==> src/rtl/apb_pkg.sv <==
// Shared types for the APB command requester: FSM state encoding and the
// response payload carried from the ACCESS phase to the response port.
package apb_pkg;

   localparam int unsigned APB_ADDR_W = 32;
   localparam int unsigned APB_DATA_W = 32;

   typedef enum logic [1:0] {
      IDLE   = 2'd0,
      SETUP  = 2'd1,
      ACCESS = 2'd2,
      RESP   = 2'd3
   } apb_state_e;

   typedef struct packed {
      logic [APB_DATA_W-1:0] rdata;
      logic                  err;
      logic                  timeout;
   } apb_rsp_t;

   // Error response with no data; cause flagged as timeout or not.
   function automatic apb_rsp_t rsp_error(input logic is_timeout);
      apb_rsp_t r;
      r.rdata   = '0;
      r.err     = 1'b1;
      r.timeout = is_timeout;
      return r;
   endfunction

   function automatic logic word_aligned(input logic [1:0] addr_lsb);
      return (addr_lsb == 2'b00);
   endfunction

endpackage

==> src/rtl/apb_wait_timer.sv <==
// Counts ACCESS wait states; expired flags the last allowed wait cycle.
module apb_wait_timer #(
   parameter int unsigned TIMEOUT = 16
) (
   input  logic i_clk,
   input  logic i_rst,
   input  logic i_clr,
   input  logic i_en,
   output logic o_expired_c
);

   localparam int unsigned CNT_W = ($clog2(TIMEOUT + 1) > 0) ? $clog2(TIMEOUT + 1) : 1;

   logic [CNT_W-1:0] r_cnt;
   logic             w_sat;

   assign w_sat = &r_cnt;

   // Saturating so a disabled timeout never wraps into a false match.
   always_ff @(posedge i_clk) begin
      if (i_rst) begin
         r_cnt <= '0;
      end else if (i_clr) begin
         r_cnt <= '0;
      end else if (i_en && !w_sat) begin
         r_cnt <= r_cnt + CNT_W'(1);
      end
   end

   generate
      if (TIMEOUT == 0) begin : g_no_timeout
         assign o_expired_c = 1'b0;
      end else begin : g_timeout
         assign o_expired_c = (r_cnt == CNT_W'(TIMEOUT - 1));
      end
   endgenerate

endmodule

==> src/rtl/apb_cmd_master.sv <==
// APB requester: one valid/ready command becomes one SETUP/ACCESS transfer and
// one response, with alignment check and bounded ACCESS wait.
module apb_cmd_master
   import apb_pkg::*;
#(
   parameter int unsigned ADDR_W  = APB_ADDR_W,
   parameter int unsigned DATA_W  = APB_DATA_W,
   parameter int unsigned TIMEOUT = 16
) (
   input  logic              p_clk,
   input  logic              p_rst,
   input  logic              cmd_valid,
   output logic              cmd_ready,
   input  logic              cmd_write,
   input  logic [ADDR_W-1:0] cmd_addr,
   input  logic [DATA_W-1:0] cmd_wdata,
   output logic              rsp_valid,
   input  logic              rsp_ready,
   output logic [DATA_W-1:0] rsp_rdata,
   output logic              rsp_err,
   output logic              rsp_timeout,
   output logic [ADDR_W-1:0] p_addr,
   output logic              p_sel,
   output logic              p_en,
   output logic              p_write,
   output logic [DATA_W-1:0] p_wrdata,
   input  logic              p_ready,
   input  logic [DATA_W-1:0] p_rdata,
   input  logic              p_slverr
);

   apb_state_e        r_state;
   logic [ADDR_W-1:0] r_p_addr;
   logic              r_p_sel;
   logic              r_p_en;
   logic              r_p_write;
   logic [DATA_W-1:0] r_p_wrdata;
   apb_rsp_t          r_rsp;
   logic              r_rsp_valid;

   apb_state_e        w_state_nxt;
   logic [ADDR_W-1:0] w_p_addr_nxt;
   logic              w_p_sel_nxt;
   logic              w_p_en_nxt;
   logic              w_p_write_nxt;
   logic [DATA_W-1:0] w_p_wrdata_nxt;
   apb_rsp_t          w_rsp_nxt;
   logic              w_rsp_valid_nxt;

   logic              w_accept;
   logic              w_aligned;
   logic              w_start;
   logic              w_wait;
   logic              w_expired;

   assign cmd_ready = (r_state == IDLE) && !p_rst;
   assign w_accept  = cmd_valid && cmd_ready;
   assign w_aligned = word_aligned(cmd_addr[1:0]);
   assign w_start   = w_accept && w_aligned;
   assign w_wait    = (r_state == ACCESS) && !p_ready;

   apb_wait_timer #(
      .TIMEOUT (TIMEOUT)
   ) u_wait_timer (
      .i_clk       (p_clk),
      .i_rst       (p_rst),
      .i_clr       (w_start),
      .i_en        (w_wait),
      .o_expired_c (w_expired)
   );

   // Next-state and next-output decode.
   always_comb begin
      w_state_nxt     = r_state;
      w_p_addr_nxt    = r_p_addr;
      w_p_sel_nxt     = r_p_sel;
      w_p_en_nxt      = r_p_en;
      w_p_write_nxt   = r_p_write;
      w_p_wrdata_nxt  = r_p_wrdata;
      w_rsp_nxt       = r_rsp;
      w_rsp_valid_nxt = r_rsp_valid;

      case (r_state)
         IDLE: begin
            if (w_accept) begin
               if (w_aligned) begin
                  w_p_addr_nxt   = cmd_addr;
                  w_p_write_nxt  = cmd_write;
                  w_p_wrdata_nxt = cmd_write ? cmd_wdata : '0;
                  w_p_sel_nxt    = 1'b1;
                  w_p_en_nxt     = 1'b0;
                  w_state_nxt    = SETUP;
               end else begin
                  w_rsp_nxt       = rsp_error(1'b0);
                  w_rsp_valid_nxt = 1'b1;
                  w_state_nxt     = RESP;
               end
            end
         end

         SETUP: begin
            w_p_en_nxt  = 1'b1;
            w_state_nxt = ACCESS;
         end

         ACCESS: begin
            // A ready slave wins over a timeout firing in the same cycle.
            if (p_ready) begin
               w_rsp_nxt.rdata   = (r_p_write || p_slverr) ? '0 : APB_DATA_W'(p_rdata);
               w_rsp_nxt.err     = p_slverr;
               w_rsp_nxt.timeout = 1'b0;
               w_p_sel_nxt       = 1'b0;
               w_p_en_nxt        = 1'b0;
               w_rsp_valid_nxt   = 1'b1;
               w_state_nxt       = RESP;
            end else if (w_expired) begin
               w_rsp_nxt       = rsp_error(1'b1);
               w_p_sel_nxt     = 1'b0;
               w_p_en_nxt      = 1'b0;
               w_rsp_valid_nxt = 1'b1;
               w_state_nxt     = RESP;
            end
         end

         RESP: begin
            if (rsp_ready) begin
               w_rsp_valid_nxt = 1'b0;
               w_state_nxt     = IDLE;
            end
         end

         default: begin
            w_p_sel_nxt     = 1'b0;
            w_p_en_nxt      = 1'b0;
            w_rsp_valid_nxt = 1'b0;
            w_state_nxt     = IDLE;
         end
      endcase
   end

   // State and output registers.
   always_ff @(posedge p_clk) begin
      if (p_rst) begin
         r_state     <= IDLE;
         r_p_addr    <= '0;
         r_p_sel     <= 1'b0;
         r_p_en      <= 1'b0;
         r_p_write   <= 1'b0;
         r_p_wrdata  <= '0;
         r_rsp       <= '0;
         r_rsp_valid <= 1'b0;
      end else begin
         r_state     <= w_state_nxt;
         r_p_addr    <= w_p_addr_nxt;
         r_p_sel     <= w_p_sel_nxt;
         r_p_en      <= w_p_en_nxt;
         r_p_write   <= w_p_write_nxt;
         r_p_wrdata  <= w_p_wrdata_nxt;
         r_rsp       <= w_rsp_nxt;
         r_rsp_valid <= w_rsp_valid_nxt;
      end
   end

   assign p_addr      = r_p_addr;
   assign p_sel       = r_p_sel;
   assign p_en        = r_p_en;
   assign p_write     = r_p_write;
   assign p_wrdata    = r_p_wrdata;
   assign rsp_valid   = r_rsp_valid;
   assign rsp_rdata   = DATA_W'(r_rsp.rdata);
   assign rsp_err     = r_rsp.err;
   assign rsp_timeout = r_rsp.timeout;

endmodule

==> config.mk <==
export PLATFORM = sky130hd
export DESIGN_NAME = apb_cmd_master
export DESIGN_NICKNAME = d
export VERILOG_FILES = /design/src/rtl/apb_pkg.sv /design/src/rtl/apb_wait_timer.sv /design/src/rtl/apb_cmd_master.sv
export SDC_FILE = /design/constraint.sdc
export NUM_CORES = 1
export LEC_CHECK = 0
export ABC_AREA = 1
export BUFFER_PORTS_ARGS = -buffer_cell sky130_fd_sc_hd__buf_4
export CAP_MARGIN = 20
export CORE_AREA = 2 2 101 103
export DETAILED_ROUTE_END_ITERATION = 8
export DIE_AREA = 0 0 103 105
export GPL_ROUTABILITY_DRIVEN = 0
export PLACE_DENSITY = 0.8
export SLEW_MARGIN = 10
export SYNTH_ARGS = -nofsm -noshare
export SYNTH_HDL_FRONTEND = slang
export SYNTH_SLANG_ARGS = --single-unit
==> constraint.sdc <==
create_clock -name p_clk -period 2.2 [get_ports p_clk]
set_input_delay 0.66 -clock p_clk [delete_from_list [all_inputs] [get_ports p_clk]]
set_output_delay 0.66 -clock p_clk [all_outputs]
set_load 0.1 [all_outputs]
==> impl_metrics.toml, run 1 <==
[logic_synthesis]
ys.warnings.count = 0
yosysSeqAreaShare_pct = 49.5
yosys-top-cells-area = "dfxtp_1 (49%), nand2_1 (12%), nor2_1 (12%)"
synth_top_cell_area_share_pct = 49.5
synth-edff-count = 0
syn-num-nets = 711
syn_area_mm2 = 0.00441
post-synth-top-area-cell = "dfxtp_1"
synth-seq-cells = 109
ys_async_sr_fraction_pct = 0
synth_ff_type = "dfxtp_1"
synth.distinct_cells = 27
synth_cells = 599
avgSynthCellArea_um2 = 7.36

[worst_setup_path]
end_kind = "output port"
cpLargestDelayFamily = "flip-flops"
crit_buf_inv = 3
cp-start-kind = "register"
critPathSlowestCell = "dfxtp_2"
cp.required_ns = 1.54
arrival_ns = 1.43
crit_fanout = 6
crit_type = "reg -> out"
cp_cell_sequence = "inv_1, ha_2, inv_2, nor2_4, buf_12"
cpPeakStageDelay_ns = 0.36

[layout]
area_growth_pct = 39.9
post_route_cells_drive_above_1_share_pct = 31.1
antenna-diode-count = 0
nets = 902
final_area_mm2 = 0.00617

[sta]
fin_skew_ns = 0.0121
max_freq_mhz = 479
rsz0062_at_grt = "false"
slew-limit-headroom_pct = 48.2
tightestPinTransition_ns = 0.777
drv_slew = 0
fin_crit_sh_pct = 94.8
hold_viol_final = 0
fin_tns_setup_ns = 0
setup_viol_count_final = 0
post-route-min-period_ns = 2.09

[placement]
place_area_mm2 = 0.00597
portBuffers = 205
dp_hpwl_um = 8390

[die]
io_pins = 206
die_h_um = 105
floorplan.die.width_um = 103
start_util_pct = 45.8
die_area_mm2 = 0.0108
core_mm2 = 0.00964
rows = 36

[drt]
dr.pass1.iters = 4
drt-total-wl_um = 11800
wl_per_cell_um = 12.7
num_vias = 4427
via_per_inst = 4.77
drc = 0
drt_iter0_drc = 146
postRouteAntennaNets = 0

[clock_network]
tritoncts = "built"
cts-root-buf = "clkbuf_8"
cts_made_buffers = 9
cts_num_sinks = 109
cts_setup_buffers = 0
path_clk_slew_ns = 0.10
htree_levels = 3
ctsLongestPathBuffers = 2
hold_buffers = 0
worstSkewPairLatency_ns = 0.36

[power]
power_leakage_uw = 0.00306
power.density_cell_area_mw_per_mm2 = 1460
ir_drop_v = 0.000934

[global_routing]
grt_max_degree = 67
grt_usage_pct = 21.1
antenna_found_initial = 0
grt_pass1_vias = 4226
grt_pass1_wl_um = 18700
overflow = 0

[run]
max_cap_viol_count = 0

[hold_path]
hp-class = "reg -> reg"

[status]
status = "completed"
worst min-delay path: cells and delay by family (launching register included):
family / cells / cell delay (ns)
flops: 1 / 0.32
simple gates: 2 / 0.10
cells in the mapped netlist (4+ instances only):
cell	number
a21oi_1	17
buf_2	7
buf_4	10
buf_6	7
clkbuf_1	9
dfxtp_1	109
ha_1	9
inv_1	31
nand2_1	142
nand2_2	4
nand3_1	60
nor2_1	136
o21ai_0	40
flip-flops by register name (all words and copies together), names as in the netlist:
name                cells
p_addr                 32
p_wrdata               32
rsp_rdata              32
u_wait_timer.r_cnt      5
r_state                 2
p_en                    1
p_sel                   1
p_write                 1
rsp_err                 1
rsp_timeout             1
rsp_valid               1
cells by family (layout without fill, tap and decap cells):
logic type | count (synthesis) | after routing | synth area share (%)
buf+inv | 70 | 265 | 8.28
compound gates | 58 | 58 | 6.67
fa+ha+maj | 9 | 9 | 2.55
flops | 109 | 109 | 49.5
simple gates | 353 | 354 | 33.0
cell usage in the layout, fill, tap and decap left out, types with 2 or more instances in the layout:
master	instances
o21ai_0	40
clkbuf_8	10
nand2_1	142
nand3_1	60
dfxtp_1	108
clkinvlp_4	3
inv_2	3
nand2_2	4
nor2_1	136
ha_1	8
a21oi_1	17
inv_1	30
nand4_1	2
nor2_2	2
buf_12	2
nor2_4	2
buf_4	212
clkinv_2	2
repair_timing:
action,in CTS,in global routing
cloned,0,1
gates resized for setup,1,6
endpoints found under the setup margin,1,13
pin swaps,0,1
layer usage:
| layer | wire (µm) | track usage, % |
|---|---|---|
| met5 | 0 | 0 |
| met4 | 126 | 6.02 |
| met3 | 919 | 5.48 |
| met2 | 5770 | 36.9 |
| met1 | 4930 | 25.1 |
power breakdown:
| group | switching (µW) | leakage (µW) | internal, µW |
|---|---|---|---|
| logic | 4070 | 0.00209 | 1180 |
| clock network | 666 | 0.0000815 | 444 |
| registers | 235 | 0.000887 | 2380 |
| total | 4980 | 0.00306 | 4000 |
final timing paths:
check,startpoint,slack (ns),depth (start not counted),to
setup / recovery,r_state[0]$_SDFFE_PP0P_,0.11,5,cmd_ready
hold reg to reg,p_wrdata[27]$_SDFFE_PP0P_,0.45,2,p_wrdata[27]$_SDFFE_PP0P_
hold / removal,p_wrdata[27]$_SDFFE_PP0P_,0.45,2,p_wrdata[27]$_SDFFE_PP0P_
setup reg to reg,r_state[1]$_SDFFE_PP0P_,0.27,9,p_wrdata[14]$_SDFFE_PP0P_
area by class of cell:
type / instances / area [µm²]
clock buffer: 11 / 141
clock inverter: 5 / 36.3
fill: 886 / 3470
inverter: 35 / 135
multi-input combinational: 421 / 1880
sequential: 109 / 2180
tap: 133 / 166
timing repair buffer: 214 / 1630
per-stage QoR:
step	utilization, %	setup slack, ns	instances	power, µW	hold WS, ns
final	64.0	0.114	928	8980	0.449
after global routing	64.0	0.0179	928	9450	0.468
after CTS	63.8	0.0156	927	9000	0.453
after detailed placement	61.9	0.127	911	7890	0.433
after global placement	61.9	0.198	911	7780	0.430
after floorplan	-	0.0187	599	6880	0.468
Note: power is estimated with default switching activity, not from simulation.
==> inputs of run 2 (changes only) <==
- ABC_AREA: 1 -> not set
- CORE_AREA: 2 2 101 103 -> 2 2 99 101
- DIE_AREA: 0 0 103 105 -> 0 0 101 103
==> run 2 against run 1 <==
  * First-iteration DRC count decreased by 44%
  * Via count decreased by 17%
  * Final area decreased by 2.0%
  * Non-clock buffer count increased by 3
  * Synthesized cell count decreased by 29%
  * Largest power group unchanged
  * Maximum frequency increased by 0.60%
  * Clock skew increased by 0.0012 ns
  * Setup slack improved by 0.013 ns
  * Die area decreased by 3.8%
  * Sequential power decreased by 17%
  * Critical path depth decreased by 1
  * Clock-buffer cell count increased by 1
==> impl_metrics.toml, run 2 <==
[status]
status = "completed"

[clock_network]
cts_num_sinks = 109
cts_made_buffers = 9
worstSkewPairLatency_ns = 0.36
path_clk_slew_ns = 0.09
cts-root-buf = "clkbuf_8"
htree_levels = 3
cts_setup_buffers = 0
tritoncts = "built"
ctsLongestPathBuffers = 2

[worst_setup_path]
worstSetupPathDepth = 4
cpPeakStageDelay_ns = 0.36
end_kind = "output port"
cp_cell_sequence = "inv_1, ha_2, nor2b_4, buf_12"
crit_buf_inv = 2
crit_type = "reg -> out"
crit_fanout = 5
cp-start-kind = "register"
cp.required_ns = 1.54
worstRegToRegCells = 8
critPathSlowestCell = "dfxtp_1"
arrival_ns = 1.41
cpLargestDelayFamily = "flip-flops"

[power]
clkPwrFrac_pct = 20.2
internal_power_uw = 3350
ir_drop_v = 0.000596
seqPwrFrac_pct = 39.5
power_leakage_uw = 0.00278
pwr-share-comb_pct = 40.3
power.total_uw = 5480
swShare_pct = 39.0
p_switching_uw = 2140
power.density_cell_area_mw_per_mm2 = 907

[layout]
layout.cells.most_common_list = "buf_4 (212), dfxtp_1 (109), nand2_1 (96)"
final_area_mm2 = 0.00605
final_common_cell = "buf_4"
post_route_cells_drive_above_1_share_pct = 38.7
antenna-diode-count = 0
multi_input_area_mm2 = 0.00184
stdcell_count = 744
regArea_mm2 = 0.00218
nFillCells = 732
nets = 737
area_growth_pct = 46.4

[logic_synthesis]
synth.distinct_cells = 35
avgSynthCellArea_um2 = 9.74
synth_ff_type = "dfxtp_1"
yosysSeqAreaShare_pct = 52.8
synth_cells = 424
post-synth-top-area-cell = "dfxtp_1"
synth-seq-cells = 109
synth_most_common_cell = "dfxtp_1"
syn-num-nets = 536
synth-edff-count = 0
yosys-top-cells-area = "dfxtp_1 (53%), mux2i_1 (8.7%), nand2_1 (8.7%)"
ys.warnings.count = 0
synth_top_cell_area_share_pct = 52.8
ys_top_cells_by_count = "dfxtp_1 (109), nand2_1 (96), mux2i_1 (36)"
ys_async_sr_fraction_pct = 0
syn_area_mm2 = 0.00413

[sta]
hold_viol_final = 0
drv_slew = 0
setup_viol_count_final = 0
post-route-min-period_ns = 2.07
fin_skew_ns = 0.0133
slew-limit-headroom_pct = 65.2
rsz0062_at_grt = "false"
fin_crit_sh_pct = 94.2
fin_tns_setup_ns = 0
max_freq_mhz = 482
tightestPinTransition_ns = 0.508

[drt]
postRouteAntennaNets = 0
wl_met3_um = 671
dr.pass1.iters = 4
via_per_inst = 4.92
routed.top_layer = "met4"
drc = 0
drt-total-wl_um = 10100
wl_per_cell_um = 13.6
drt_iter0_drc = 82
num_vias = 3663
route.met2.wl_um = 4960
met1Wirelength_um = 4280

[global_routing]
antenna_found_initial = 0
grt_max_degree = 46
grt_pass1_vias = 3438
grt_usage_pct = 18.2
grt_pass1_wl_um = 15300
overflow = 0

[die]
core_mm2 = 0.00946
rows = 36
io_pins = 206
die_area_mm2 = 0.0104
start_util_pct = 43.7
die_h_um = 103
floorplan.die.width_um = 101

[run]
max_cap_viol_count = 0

[placement]
place_area_mm2 = 0.00585
dp_hpwl_um = 7400
dp_cells = 728
portBuffers = 205

[hold_path]
hold_depth = 2
hp-class = "reg -> reg"
## run 2: final timing paths
path                                                          from  slack, ns                    endpoint
worst min register to register             p_addr[25]$_SDFFE_PP0P_       0.46     p_addr[25]$_SDFFE_PP0P_
worst min-delay path                       p_addr[25]$_SDFFE_PP0P_       0.46     p_addr[25]$_SDFFE_PP0P_
worst max register to register  u_wait_timer.r_cnt[0]$_SDFFE_PP0P_       0.20  rsp_rdata[31]$_SDFFE_PP0P_
worst max-delay path                       r_state[0]$_SDFFE_PP0P_       0.13                   cmd_ready
## run 2: worst reg2reg max path: cells and delay by family (launching register included)
family	cells	cell delay [ns]
AOI/OAI and AO/OA	1	0.10
and+or+nand+nor	3	0.58
adders and majority gates	2	0.44
DFF	1	0.35
muxes	1	0.23
buffers and inverters	1	0.24
## run 2: power groups by stage
stage	clock [µW]	combinational (µW)	sequential (µW)
after global routing	1220	2350	2190
final	1100	2210	2170
after CTS	1150	2190	2170
after global placement	0	2140	2210
after floorplan	0	1050	2820
after detailed placement	0	2190	2210
## run 2: routing by layer
metal / vias up / global-route usage [%]
met5: - / 0
met4: 0 / 6.86
li1: 1836 / -
met3: 16 / 3.59
met1: 1679 / 22.0
met2: 132 / 32.1
## run 2: stage by stage
stage | hold slack [ns] | util [%] | worst slack, ns
floorplan | 0.472 | - | 0.0260
global placement | 0.442 | 61.9 | 0.222
detailed placement | 0.447 | 61.9 | 0.218
CTS | 0.461 | 63.8 | 0.0444
global route | 0.481 | 63.9 | 0.0121
finish | 0.459 | 63.9 | 0.127
## run 2: final cells by class
class,instances,share of cell area [%]
clock buffers,12,2.40
repair buffers,217,28.0
clock inverters,4,0.538
inverters,4,0.248
multi-input cells,284,30.4
flip-flops and latches,109,36.1
well taps,114,2.36
## run 2: kinds of logic after synthesis
logic type	count (synthesis)	share of synthesized area (%)
buffers and inverters	31	3.51
multiplexers	36	8.73
AO/OA/AOI/OAI	80	13.8
AND/OR/NAND/NOR	156	17.8
adder cells (fa/ha/maj)	9	2.73
XOR/XNOR	3	0.636
flip-flops	109	52.8
## run 2: repair_timing
action | 4_1_cts | 5_1_grt
gates resized for setup | 1 | 3
hold buffers | 0 | 0
endpoints found under the setup margin | 1 | 1
==> inputs of run 3 (changes only) <==
- CORE_AREA: 2 2 99 101 -> 2 2 101 103
- DIE_AREA: 0 0 101 103 -> 0 0 103 105
- SYNTH_HIERARCHICAL: not set -> 1
==> run 3 against run 2 <==
  * Non-clock buffer count up 6
  * First-iteration DRC count up 37%
  * Largest cell class unchanged
  * Synthesized cell count up 12%
==> impl_metrics.toml, run 3 <==
[sta]
fin_skew_ns = 0.0102
fin_crit_sh_pct = 96.3
hold_viol_final = 0
post-route-min-period_ns = 2.12
setup_viol_count_final = 0
max_freq_mhz = 472
hold_slack_ns = 0.457
tightestPinTransition_ns = 0.693
drv_slew = 0
slew-limit-headroom_pct = 53.7
rsz0062_at_grt = "false"

[logic_synthesis]
syn-num-nets = 588
post-synth-top-area-cell = "dfxtp_1"
synth_top_family_by_area = "simple AND/OR/NAND/NOR gates"
syn_area_mm2 = 0.00438
synth_cells = 476
yosysSeqAreaShare_pct = 49.8
ys_async_sr_fraction_pct = 0
avgSynthCellArea_um2 = 9.20
synth_ff_type = "dfxtp_1"
synth_most_common_cell = "dfxtp_1"
synthMuxAreaShare_pct = 0.457
synth_fa_ha_area_share_pct = 2.57
ys.warnings.count = 6
synth_xor_area_share_pct = 0.400
synth_top_cell_area_share_pct = 49.8
synth-compound-area-share_pct = 17.4
yosys-top-cells-area = "dfxtp_1 (50%), nand2_1 (8.3%), a21oi_1 (7.8%)"
synth-seq-cells = 109
synth-edff-count = 0
synth_simple_gate_area_share_pct = 23.1
synth.distinct_cells = 42
ys_top_cells_by_count = "dfxtp_1 (109), nand2_1 (97), a21oi_1 (68)"

[worst_setup_path]
cp-start-kind = "register"
cp_cell_sequence = "buf_4, inv_2, ha_4, nor2b_4, buf_12"
arrival_ns = 1.46
cpLargestDelayFamily = "buffers and inverters"
critPathSlowestCell = "dfxtp_1"
cpPeakStageDelay_ns = 0.32
crit_type = "reg -> out"
end_kind = "output port"
crit_fanout = 9
cp.required_ns = 1.54
crit_buf_inv = 3

[die]
floorplan.die.width_um = 103
rows = 36
io_pins = 206
core_mm2 = 0.00964
die_area_mm2 = 0.0108
die_h_um = 105
start_util_pct = 45.4

[power]
power_leakage_uw = 0.00271
power.density_cell_area_mw_per_mm2 = 877
ir_drop_v = 0.000617

[drt]
dr.pass1.iters = 6
postRouteAntennaNets = 0
wl_per_cell_um = 15.1
via_per_inst = 5.24
num_vias = 4217
drc = 0
drt_iter0_drc = 112
drt-total-wl_um = 12100

[layout]
antenna-diode-count = 0
stdcell_count = 805
layout.cells.most_common_list = "buf_4 (221), dfxtp_1 (109), nand2_1 (97)"
post_route_cells_drive_above_1_share_pct = 38.7
area_growth_pct = 42.1
final_common_cell = "buf_4"
nets = 779
nFillCells = 830

[placement]
portBuffers = 205
dp_hpwl_um = 8780
dp_cells = 788

[run]
max_cap_viol_count = 0

[clock_network]
path_clk_slew_ns = 0.10
htree_levels = 3
cts-root-buf = "clkbuf_8"
cts_num_sinks = 109
ctsLongestPathBuffers = 2
cts_made_buffers = 9
tritoncts = "built"
worstSkewPairLatency_ns = 0.37

[global_routing]
grt_pass1_vias = 4047
antenna_found_initial = 0
grt_pass1_wl_um = 18800
grt_max_degree = 65
overflow = 0
grt_usage_pct = 21.8

[status]
status = "completed"

[hold_path]
hp-class = "reg -> reg"
==> run 3: changes by cell type in the layout (fill, tap and decap cells not counted), sizes merged, moves of 2 or more <==
cell and delta:
inv +2, a21oi +35, buf +6, a22o -32, and4 +32, and2 -2
nand2b -32, mux2i -34, a31o +31, and3 +2, nand3 +34
==> run 3: path summary, 6_finish.rpt <==
check | startpoint | depth (start not counted) | slack, ns | to
worst min-delay path | p_wrdata[5]$_SDFFE_PP0P_ | 2 | 0.46 | p_wrdata[5]$_SDFFE_PP0P_
worst max register to register | u_wait_timer/r_cnt[0]$_SDFFE_PP0P_ | 8 | 0.13 | rsp_rdata[0]$_SDFFE_PP0P_
worst min register to register | p_wrdata[5]$_SDFFE_PP0P_ | 2 | 0.46 | p_wrdata[5]$_SDFFE_PP0P_
worst max-delay path | r_state[1]$_SDFFE_PP0P_ | 5 | 0.08 | cmd_ready
==> run 3: report_power, final <==
part / internal [µW] / leakage, µW / switching (µW)
Clock: 510 / 0.0000990 / 670
Combinational: 676 / 0.00173 / 1460
Sequential: 2080 / 0.000880 / 61.3
==> run 3: per-stage QoR <==
stage	utilization [%]	setup WS, ns	setup TNS, ns	instance area (µm²)	power (µW)
5_1_grt	64.5	0.0151	0	6220	5710
2_1_floorplan	-	0.0135	0	4390	3820
4_1_cts	64.5	-0.00457	-0.00457	6210	5460
3_3_place_gp	62.1	-0.152	-1.79	5990	4190
3_5_place_dp	62.1	-0.253	-3.64	5990	4230
6_report	64.5	0.0825	0	6220	5460
==> run 3: worst reg2reg max path: cells and delay by family (launching register included) <==
family | cells | cell delay [ns]
AOI/OAI and AO/OA | 2 | 0.28
adders and majority gates | 2 | 0.42
buffers and inverters | 1 | 0.21
DFF | 1 | 0.35
and+or+nand+nor | 3 | 0.70
==> run 3: layout make-up <==
| type | instances | area, µm² | share of cell area, % |
|---|---|---|---|
| Clock buffer | 12 | 165 | 2.65 |
| Clock inverter | 4 | 30.0 | 0.483 |
| Inverter | 6 | 22.5 | 0.362 |
| Multi-Input combinational cell | 318 | 1960 | 31.4 |
| Sequential cell | 109 | 2180 | 35.1 |
| Tap cell | 133 | 166 | 2.67 |
| Timing Repair Buffer | 223 | 1700 | 27.3 |
==> run 3: logic make-up after synthesis <==
| kind of cell | count (synthesis) |
|---|---|
| AND/OR/NAND/NOR | 191 |
| XOR/XNOR | 2 |
| AO/OA/AOI/OAI | 114 |
| adder cells (fa/ha/maj) | 9 |
| multiplexers | 2 |
| buffers and inverters | 49 |
| flip-flops | 109 |
==> run 3: per-layer routing <==
metal / part of all wire [%] / wire [µm] / track usage, %
met1: 40 / 4870 / 24.4
met2: 49 / 5940 / 37.8
met4: 1.3 / 158 / 7.61
met3: 9.6 / 1160 / 7.29
met5: 0 / 0 / 0
==> run 3: repair_timing <==
item                                    4_1_cts  5_1_grt
pin swaps                                     0        1
hold buffers                                  0        0
buffers inserted                              0        1
endpoints found under the setup margin       20        8
gates resized for setup                       6        1
